[src/rtl/serial_subtractor_pkg.sv]
// Package for the bit-serial subtractor slice.
// Holds the controller state encoding and the helper that sizes the
// bit-index counter from the operand width.
package serial_sub_pkg;

  typedef enum logic [1:0] {
    IDLE  = 2'd0,
    SHIFT = 2'd1,
    DONE  = 2'd2
  } state_t;

  // Width of the bit-index counter. A 1-bit operand would give $clog2 = 0,
  // so clamp to at least one bit to keep the port legal.
  function automatic int idx_w(input int width);
    return (width > 1) ? $clog2(width) : 1;
  endfunction

endpackage

[src/rtl/serial_subtractor_if.sv]
// Interface bundling the start/busy/done handshake, the operands, the
// results and the display taps of serial_subtractor.
//
// Handshake: the controller raises start with a/b valid; the subtractor
// accepts it only in IDLE, and a and b are latched on that same edge. busy
// is high while bits are being resolved. done is a single-cycle pulse
// during which diff/borrow_out are valid. They stay valid until the next
// accepted start. A start seen while busy or done is dropped, not queued.
//
// Modports:
//   master : game controller (drives start/a/b, observes everything else)
//   slave  : serial_subtractor
interface serial_subtractor_if #(
  parameter int WIDTH = 8
);
  import serial_sub_pkg::*;

  localparam int IDX_W = idx_w(WIDTH);

  logic             start;
  logic [WIDTH-1:0] a;
  logic [WIDTH-1:0] b;
  logic             busy;
  logic             done;
  logic [WIDTH-1:0] diff;
  logic             borrow_out;
  logic [IDX_W-1:0] bit_idx;
  logic             cur_borrow;
  state_t           state;      // controller state, exposed for debug

  modport master (
    output start, a, b,
    input  busy, done, diff, borrow_out, bit_idx, cur_borrow, state
  );

  modport slave (
    input  start, a, b,
    output busy, done, diff, borrow_out, bit_idx, cur_borrow, state
  );

endinterface

[src/rtl/serial_subtractor_full_subtractor.sv]
// One-bit full-subtractor cell (a - b - bin), the subtract-direction twin
// of the full-adder teaching cell.
// Ports: a, b, bin (borrow in) -> d (difference bit), bout (borrow out).
module full_subtractor (
  input  logic a,
  input  logic b,
  input  logic bin,
  output logic d,
  output logic bout
);

  assign d    = a ^ b ^ bin;
  // Borrow when b exceeds a outright, or when they tie and a borrow came in.
  assign bout = (~a & b) | (~(a ^ b) & bin);

endmodule

[src/rtl/serial_subtractor.sv]
// Bit-serial WIDTH-bit subtractor: diff = a - b (mod 2^WIDTH), LSB first,
// one bit per clock through a single full_subtractor cell.
// Ports:
//   clk  - rising-edge clock
//   rst  - synchronous active-high reset
//   bus  - serial_subtractor_if slave: start/a/b in; busy, done, diff,
//          borrow_out, bit_idx, cur_borrow (borrow into bit_idx) and the
//          controller state out. All outputs are registered.
module serial_subtractor
  import serial_sub_pkg::*;
#(
  parameter int WIDTH = 8
) (
  input  logic                clk,
  input  logic                rst,
  serial_subtractor_if.slave  bus
);

  localparam int IDX_W = idx_w(WIDTH);
  localparam logic [IDX_W-1:0] LAST_IDX = IDX_W'(WIDTH - 1);

  state_t           state_q,      state_n;
  logic [WIDTH-1:0] a_q,          a_n;
  logic [WIDTH-1:0] b_q,          b_n;
  logic [WIDTH-1:0] diff_q,       diff_n;
  logic             borrow_q,     borrow_n;
  logic             borrow_out_q, borrow_out_n;
  logic [IDX_W-1:0] idx_q,        idx_n;
  logic             busy_q,       busy_n;
  logic             done_q,       done_n;

  logic cell_d;
  logic cell_bout;

  full_subtractor u_cell (
    .a    (a_q[idx_q]),
    .b    (b_q[idx_q]),
    .bin  (borrow_q),
    .d    (cell_d),
    .bout (cell_bout)
  );

  always_comb begin
    state_n      = state_q;
    a_n          = a_q;
    b_n          = b_q;
    diff_n       = diff_q;
    borrow_n     = borrow_q;
    borrow_out_n = borrow_out_q;
    idx_n        = idx_q;
    busy_n       = 1'b0;
    done_n       = 1'b0;

    unique case (state_q)
      IDLE: begin
        if (bus.start) begin
          state_n  = SHIFT;
          a_n      = bus.a;
          b_n      = bus.b;
          diff_n   = '0;
          borrow_n = 1'b0;
          idx_n    = '0;
          busy_n   = 1'b1;
        end
      end
      SHIFT: begin
        diff_n[idx_q] = cell_d;
        borrow_n      = cell_bout;
        if (idx_q == LAST_IDX) begin
          state_n      = DONE;
          borrow_out_n = cell_bout;
          idx_n        = '0;
          done_n       = 1'b1;
        end else begin
          idx_n  = idx_q + IDX_W'(1);
          busy_n = 1'b1;
        end
      end
      DONE: begin
        state_n = IDLE;
      end
      default: begin
        state_n = IDLE;
      end
    endcase
  end

  always_ff @(posedge clk) begin
    if (rst) begin
      state_q      <= IDLE;
      a_q          <= '0;
      b_q          <= '0;
      diff_q       <= '0;
      borrow_q     <= 1'b0;
      borrow_out_q <= 1'b0;
      idx_q        <= '0;
      busy_q       <= 1'b0;
      done_q       <= 1'b0;
    end else begin
      state_q      <= state_n;
      a_q          <= a_n;
      b_q          <= b_n;
      diff_q       <= diff_n;
      borrow_q     <= borrow_n;
      borrow_out_q <= borrow_out_n;
      idx_q        <= idx_n;
      busy_q       <= busy_n;
      done_q       <= done_n;
    end
  end

  assign bus.busy       = busy_q;
  assign bus.done       = done_q;
  assign bus.diff       = diff_q;
  assign bus.borrow_out = borrow_out_q;
  assign bus.bit_idx    = idx_q;
  assign bus.cur_borrow = borrow_q;
  assign bus.state      = state_q;

endmodule

[src/flat_wrapper.sv]
// flat-port wrapper written by rule: the top's interface ports become plain ports
module serial_subtractor_flat import serial_sub_pkg::*;
#(
  parameter int WIDTH = 8
)
  (clk, rst, bus_start, bus_a, bus_b, bus_busy, bus_done, bus_diff, bus_borrow_out, bus_bit_idx, bus_cur_borrow, bus_state);
  serial_subtractor_if #(.WIDTH(WIDTH)) bus_i ();
  input  logic clk;
  input  logic rst;
  input wire logic [$bits(bus_i.start)-1:0] bus_start;
  input wire logic [$bits(bus_i.a)-1:0] bus_a;
  input wire logic [$bits(bus_i.b)-1:0] bus_b;
  output wire logic [$bits(bus_i.busy)-1:0] bus_busy;
  output wire logic [$bits(bus_i.done)-1:0] bus_done;
  output wire logic [$bits(bus_i.diff)-1:0] bus_diff;
  output wire logic [$bits(bus_i.borrow_out)-1:0] bus_borrow_out;
  output wire logic [$bits(bus_i.bit_idx)-1:0] bus_bit_idx;
  output wire logic [$bits(bus_i.cur_borrow)-1:0] bus_cur_borrow;
  output wire logic [$bits(bus_i.state)-1:0] bus_state;
  assign bus_i.start = bus_start;
  assign bus_i.a = bus_a;
  assign bus_i.b = bus_b;
  assign bus_busy = bus_i.busy;
  assign bus_done = bus_i.done;
  assign bus_diff = bus_i.diff;
  assign bus_borrow_out = bus_i.borrow_out;
  assign bus_bit_idx = bus_i.bit_idx;
  assign bus_cur_borrow = bus_i.cur_borrow;
  assign bus_state = bus_i.state;
  serial_subtractor #(.WIDTH(WIDTH)) u_core (.clk(clk), .rst(rst), .bus(bus_i));
endmodule
[config.mk]
export PLATFORM = sky130hd
export DESIGN_NAME = serial_subtractor_flat
export DESIGN_NICKNAME = d
export VERILOG_FILES = /design/src/rtl/serial_subtractor_pkg.sv /design/src/rtl/serial_subtractor_if.sv /design/src/rtl/serial_subtractor_full_subtractor.sv /design/src/rtl/serial_subtractor.sv /design/src/flat_wrapper.sv
export SDC_FILE = /design/constraint.sdc
export NUM_CORES = 1
export LEC_CHECK = 0
export CORE_MARGIN = 5
export CORE_UTILIZATION = 30
export CTS_BUF_LIST = sky130_fd_sc_hd__clkbuf_4 sky130_fd_sc_hd__clkbuf_8 sky130_fd_sc_hd__clkbuf_16
export DETAILED_ROUTE_END_ITERATION = 16
export PLACE_DENSITY = 0.59
export SYNTH_ARGS = -nofsm -noshare
export SYNTH_HDL_FRONTEND = slang
export SYNTH_SLANG_ARGS = --single-unit
[constraint.sdc]
create_clock -name clk -period 5.8 [get_ports clk]
set_input_delay 0.58 -clock clk [delete_from_list [all_inputs] [get_ports clk]]
set_output_delay 0.58 -clock clk [all_outputs]
set_load 0.01 [all_outputs]
Word level (Yosys, flattened, before mapping)
Cells that the tools add are included.
{"block": "classes", "reduce_logical": 8, "muxes": 21, "magnitude_cmp": 2, "bitwise_logic": 8, "eq_ne": 4, "n_addsub": 1}
{"cell": "8-bit case mux with 2 select lines", "count": 1}
{"cell": "8-bit bitwise mux", "count": 1}
{"cell": "8-bit two-way mux", "count": 1}
{"cell": "2-bit AND reduction", "count": 4}
{"cell": "1-bit two-way mux", "count": 7}
{"cell": "1-bit binary-select mux with 3-bit select", "count": 2}
{"cell": "3-bit two-way mux", "count": 2}
{"cell": "3-bit case mux with 2 select lines", "count": 1}
{"cell": "3-bit by 4-bit < comparator with 1-bit output, second input constant", "count": 1}
{"cell": "2-bit two-way mux", "count": 2}
{"cell": "1-bit case mux with 2 select lines", "count": 2}
{"cell": "2-bit case mux with 2 select lines", "count": 1}
{"cell": "3-bit by 1-bit adder with 3-bit output, second input constant", "count": 1}
{"cell": "1-bit demux with 3-bit select", "count": 1}
{"cell": "3-bit == test, second input constant", "count": 1}
{"cell": "3-bit by 1-bit >= comparator with 1-bit output, second input constant", "count": 1}
{"cell": "1-bit NOT", "count": 3}
{"cell": "1-bit AND", "count": 2}
{"cell": "2-bit by 1-bit == test with 1-bit output, second input constant", "count": 1}
{"cell": "2-bit zero test", "count": 1}
{"cell": "2-bit by 1-bit != test with 1-bit output, second input constant", "count": 1}
{"cell": "2-bit != test, second input constant", "count": 1}
{"cell": "2-bit nonzero test", "count": 1}
{"cell": "2-bit OR reduction", "count": 1}
{"cell": "3 further kinds", "count": 4}
{"block": "word_totals", "out_inout_bits": 17, "in_bits": 19, "ff_bits": 33}

Logic depth before layout (Yosys ltp)
{"block": "logic_depth", "word_depth": 7, "mapped_depth": 8}

Cells and area by module
From an unflattened synthesis, not the netlist that was laid out.
{"block": "hier_totals", "cells_unflattened": 177, "area_unflattened_um2": 1540.2}
{"module": "serial_subtractor", "cells_each": 173, "area_each_um2": 1508.9, "instances": 1}
{"module": "full_subtractor", "cells_each": 4, "area_each_um2": 31.3, "instances": 1}

Worst setup path after synthesis
No wires, ideal clock.
{"block": "synth_path", "path_kind": "flip-flop to flip-flop", "start": "reg u_core.idx_q[0] (netlist: u_core.bus.bit_idx[0])", "end": "reg u_core.diff_q[0] (netlist: u_core.bus.diff[0])", "required_time_ns": 5.712, "stages_incl_launch_ff": 9, "n_path_buf": 2, "arrival_time_ns": 2.334, "slack_ns": 3.378, "setup_ns": 0.088, "cell_sequence": "dfxtp_1 > buf_2 > buf_2 > nor3b_1 > o21ai_0 > o211ai_1 > fa_1 > or4b_4 > o32ai_2"}
{"block": "synth_via", "elab_chain_len": 6}
{"element": "start: declaration", "line": "serial_subtractor.sv:28", "source": "logic [IDX_W-1:0] idx_q, idx_n;"}
{"element": "start signal: assignment", "line": "serial_subtractor.sv:106", "source": "idx_q <= idx_n;"}
{"element": "3-bit by 4-bit < comparator with 1-bit output (implied by the code) (tied with other cells)", "line": "serial_subtractor.sv:67", "source": "diff_n[idx_q] = cell_d;"}
{"element": "1-bit logical AND (implied by the code) (tied with other cells)", "line": "serial_subtractor.sv:67"}
{"element": "1-bit two-way mux (implied by the code) or 1-bit bitwise XOR (tied branches)", "line": "serial_subtractor.sv:67, serial_subtractor_full_subtractor.sv:12"}
{"element": "1-bit demux with 3-bit select or 1-bit bitwise XOR (tied branches)"}
{"element": "8-bit bitwise mux *", "line": "serial_subtractor.sv:67"}
{"element": "8-bit case mux with 2 select lines *", "line": "serial_subtractor.sv:54", "source": "unique case (state_q)"}
{"element": "end signal: assignment", "line": "serial_subtractor.sv:103", "source": "diff_q <= diff_n;"}
{"element": "end: declaration", "line": "serial_subtractor.sv:25", "source": "logic [WIDTH-1:0] diff_q, diff_n;"}
Every way passes the cells marked *; elsewhere a longest branch is shown, timed or not. The select of a mux whose other input is x is not followed.
A chain may end at the register's enable or synchronous reset.

Worst setup path in the final report
Ends and elaborated chain as after synthesis.

==> metrics.yaml <==
status: "complete, no violations"
synth_fp_nets: 203
syn_area_um2: 1550
area_growth_pct: 30.02
p_leak_uw: 0.0006646
via_count: 1328
r2r_slack_ns: 3.01
yosysUniqueCellTypes: 42
synth-seq-cells: 33
fin_hold_ws_ns: 0.4544
drt_iter0_drc: 68
grt_pass1_vias: 1289
worst_hold_startpoint: "u_core.b_q[7]"
wl_per_cell_um: 12.53
crit_arrival_ns: 2.99
setup_viol: 0
r2r-start: "u_core.bus.bit_idx[0]"
p_per_area_nw_per_um2: 243.4
cp.required_ns: 6.00
cts_tree: "done"
wl_met3_um: 202
critical_path.max_fanout: 25
min_to: "u_core.b_q[7]"
yosysSeqAreaShare_pct: 42.62
place_area_um2: 1914
firstDrtPassIters: 4
final_area_um2: 2016
p_total_uw: 490.7
avgSynthCellArea_um2: 8.565
critPathLaunchType: "flop"
hp-class: "reg -> reg"
cts_setup_buffers: 0
ctsHoldBuffers: 0
ir_drop_mv: 0.1027
slew_headroom_pct: 34.26
drc: 0
drt-total-wl_mm: 3.496
place_congestion: 0.7398
holdPathStages: 2
final-hold-violation-count: 0
rsz0062_at_grt: "false"
yosysWarnings: 0
dpl.hpwl_mm: 2.396
cts_resized: 0
r2r-end: "u_core.bus.diff[0]"
netlist_instances: 181
worstSetupPathType: "reg -> reg"
gr-total-overflow: 0
drive_above_1_share_pct: 7.177
maxCapViolCount: 0
die_w_um: 81.89
die_area_um2: 6705
worst_skew_pair.late_latency_ns: 0.28
clock-sinks: 33
rr_worst_depth: 6
grt_first_pass_wirelength_mm: 5.871
setup_tns_ns: 0
cts-root-buf: "clkbuf_8"
io_buffers: 35
cts.reportedPaths.clkPinSlew_ns: 0.07
track_usage_pct: 11.41
num_io_pins: 36
antennaDiodeCount: 0
fp.dieH_um: 81.89
start_util_pct: 30.55
detail-route-antenna-nets: 0
worst_pin_slew_ns: 0.9819
slew_violations: 0
period_needed_ns: 2.793
max_stage_delay_ns: 0.84
dr_wl_met2_mm: 1.492
post_drt_via_cell_ratio: 4.760
drt-met1-wl_mm: 1.739
core-area_um2: 5075
cts_buffer_depth: 2
grt_max_degree: 36
end_kind: "flop"
routed.top_layer: "met4"
final_core_util_pct: 39.72
fmax_ghz: 0.3580
timing.final.crit_share_pct: 48.16
finClkSkew_ns: 0.005745
cts_buffers: 5
crit_slowest_cell: "dfxtp_1"
antenna_found_initial: 0
placementRows: 26
crit_chain: "mux2i_1, nor2_1, a2111oi_0, fa_1, or4b_4, o32ai_2"
cts_max_level: 2
nNetsFinal: 230
state kept, by name (all words and copies together) (netlist names), 2 cells and up:
signal	count
u_core.bus.state	2
u_core.bus.bit_idx	3
u_core.bus.diff	8
u_core.a_q	8
u_core.b_q	8
layer usage:
metal | GRT usage (%) | up-vias
li1 | - | 691
met1 | 14.24 | 600
met2 | 17.45 | 31
met3 | 3.728 | 6
met4 | 5.814 | 0
met5 | 0 | -
critical path, delay by kind of cell (launching register included):
family | cells | cell delay (ns)
simple gates | 2 | 0.56
mux | 1 | 0.27
fa+ha+maj | 1 | 0.27
flops | 1 | 0.84
compound gates | 2 | 0.77
placed cells by master (no fill, tap or decap), types with 2 or more instances in the layout:
cell             instances
nand4bb_1                2
nand2_1                 35
nand3_1                  2
nand3b_1                 2
a211oi_1                 2
mux2i_1                  4
clkbuf_8                 7
nor3_1                   2
nor2_1                   5
clkdlybuf4s50_1         35
o32ai_1                  7
nand4b_1                 4
or3b_2                   2
ha_1                     2
a21oi_1                 28
dfxtp_1                 33
nand2b_1                 5
inv_1                    8
per-stage QoR:
stage | std cells | worst slack [ns]
floorplan | 181 | 3.378
finish | 279 | 3.007
global placement | 271 | 3.106
global route | 279 | 2.803
CTS | 279 | 3.013
detailed placement | 271 | 3.027
worst max-delay path by stage:
stage,slack (ns),end,cells past startpoint,start
after global routing,2.80,u_core.bus.diff[0],6,u_core.bus.bit_idx[0]
after detailed placement,3.03,u_core.bus.diff[0],6,u_core.bus.bit_idx[0]
final,3.01,u_core.bus.diff[0],6,u_core.bus.bit_idx[0]
after floorplan,3.38,u_core.bus.diff[0],8,u_core.bus.bit_idx[0]
after CTS,3.01,u_core.bus.diff[0],6,u_core.bus.bit_idx[0]
after global placement,3.11,u_core.bus.diff[0],6,u_core.bus.bit_idx[0]
cell usage after synthesis:
master | instances | share of area, %
or4bb_1 | 1 | 0.73
nand2b_2 | 1 | 0.57
or3b_2 | 2 | 1.1
nor3b_1 | 1 | 0.48
nand4b_1 | 4 | 2.3
a211oi_1 | 2 | 0.97
clkbuf_1 | 6 | 1.5
or3_1 | 1 | 0.40
a2bb2oi_1 | 1 | 0.57
dfxtp_1 | 33 | 43
o22a_1 | 1 | 0.57
nand2b_1 | 5 | 2.0
o32ai_1 | 7 | 4.0
nand3b_1 | 2 | 0.97
or4b_1 | 1 | 0.65
inv_1 | 8 | 1.9
nor3b_2 | 1 | 0.81
buf_4 | 4 | 1.9
o211ai_1 | 1 | 0.48
a32oi_1 | 1 | 0.57
a22oi_1 | 1 | 0.48
buf_2 | 5 | 1.6
a21oi_1 | 28 | 9.0
nor3_1 | 2 | 0.65
nand4bb_1 | 2 | 1.5
nand4_1 | 1 | 0.40
nand3_1 | 2 | 0.65
and2b_1 | 1 | 0.48
a2111oi_0 | 1 | 0.57
o21bai_1 | 1 | 0.48
a311oi_1 | 1 | 0.57
o32ai_2 | 1 | 1.0
fa_1 | 1 | 1.3
nand2_1 | 35 | 8.5
nor2_1 | 5 | 1.2
buf_1 | 1 | 0.24
or4b_4 | 1 | 0.89
ha_1 | 2 | 1.6
and3_1 | 1 | 0.40
o21a_1 | 1 | 0.48
mux2i_1 | 4 | 2.6
o21ai_0 | 1 | 0.32
where the power goes:
group / switching [uW] / total [uW] / internal [uW]
Sequential: 10.4 / 246 / 235
Clock: 82.3 / 190 / 107
Combinational: 25.0 / 55.4 / 30.4
Total: 118 / 491 / 373
cells by family (layout without fill, tap and decap cells):
| family | count (synthesis) | count (layout) | synth area share, % |
|---|---|---|---|
| buffers and inverters | 24 | 52 | 7.183 |
| multiplexers | 4 | 4 | 2.583 |
| adder cells (fa/ha/maj) | 3 | 3 | 2.905 |
| AO/OA/AOI/OAI | 48 | 48 | 20.10 |
| AND/OR/NAND/NOR | 69 | 69 | 24.62 |
| flip-flops | 33 | 33 | 42.61 |
layout make-up:
class / instances / area [um2]
clock buffer: 7 / 96.34
sequential: 33 / 660.6
tap: 70 / 87.58
multi-input combinational: 124 / 778.2
inverter: 8 / 30.03
clock inverter: 1 / 5.005
timing repair buffer: 36 / 357.8
fill: 546 / 3059
No activity file was read; power rests on OpenSTA's default activity.
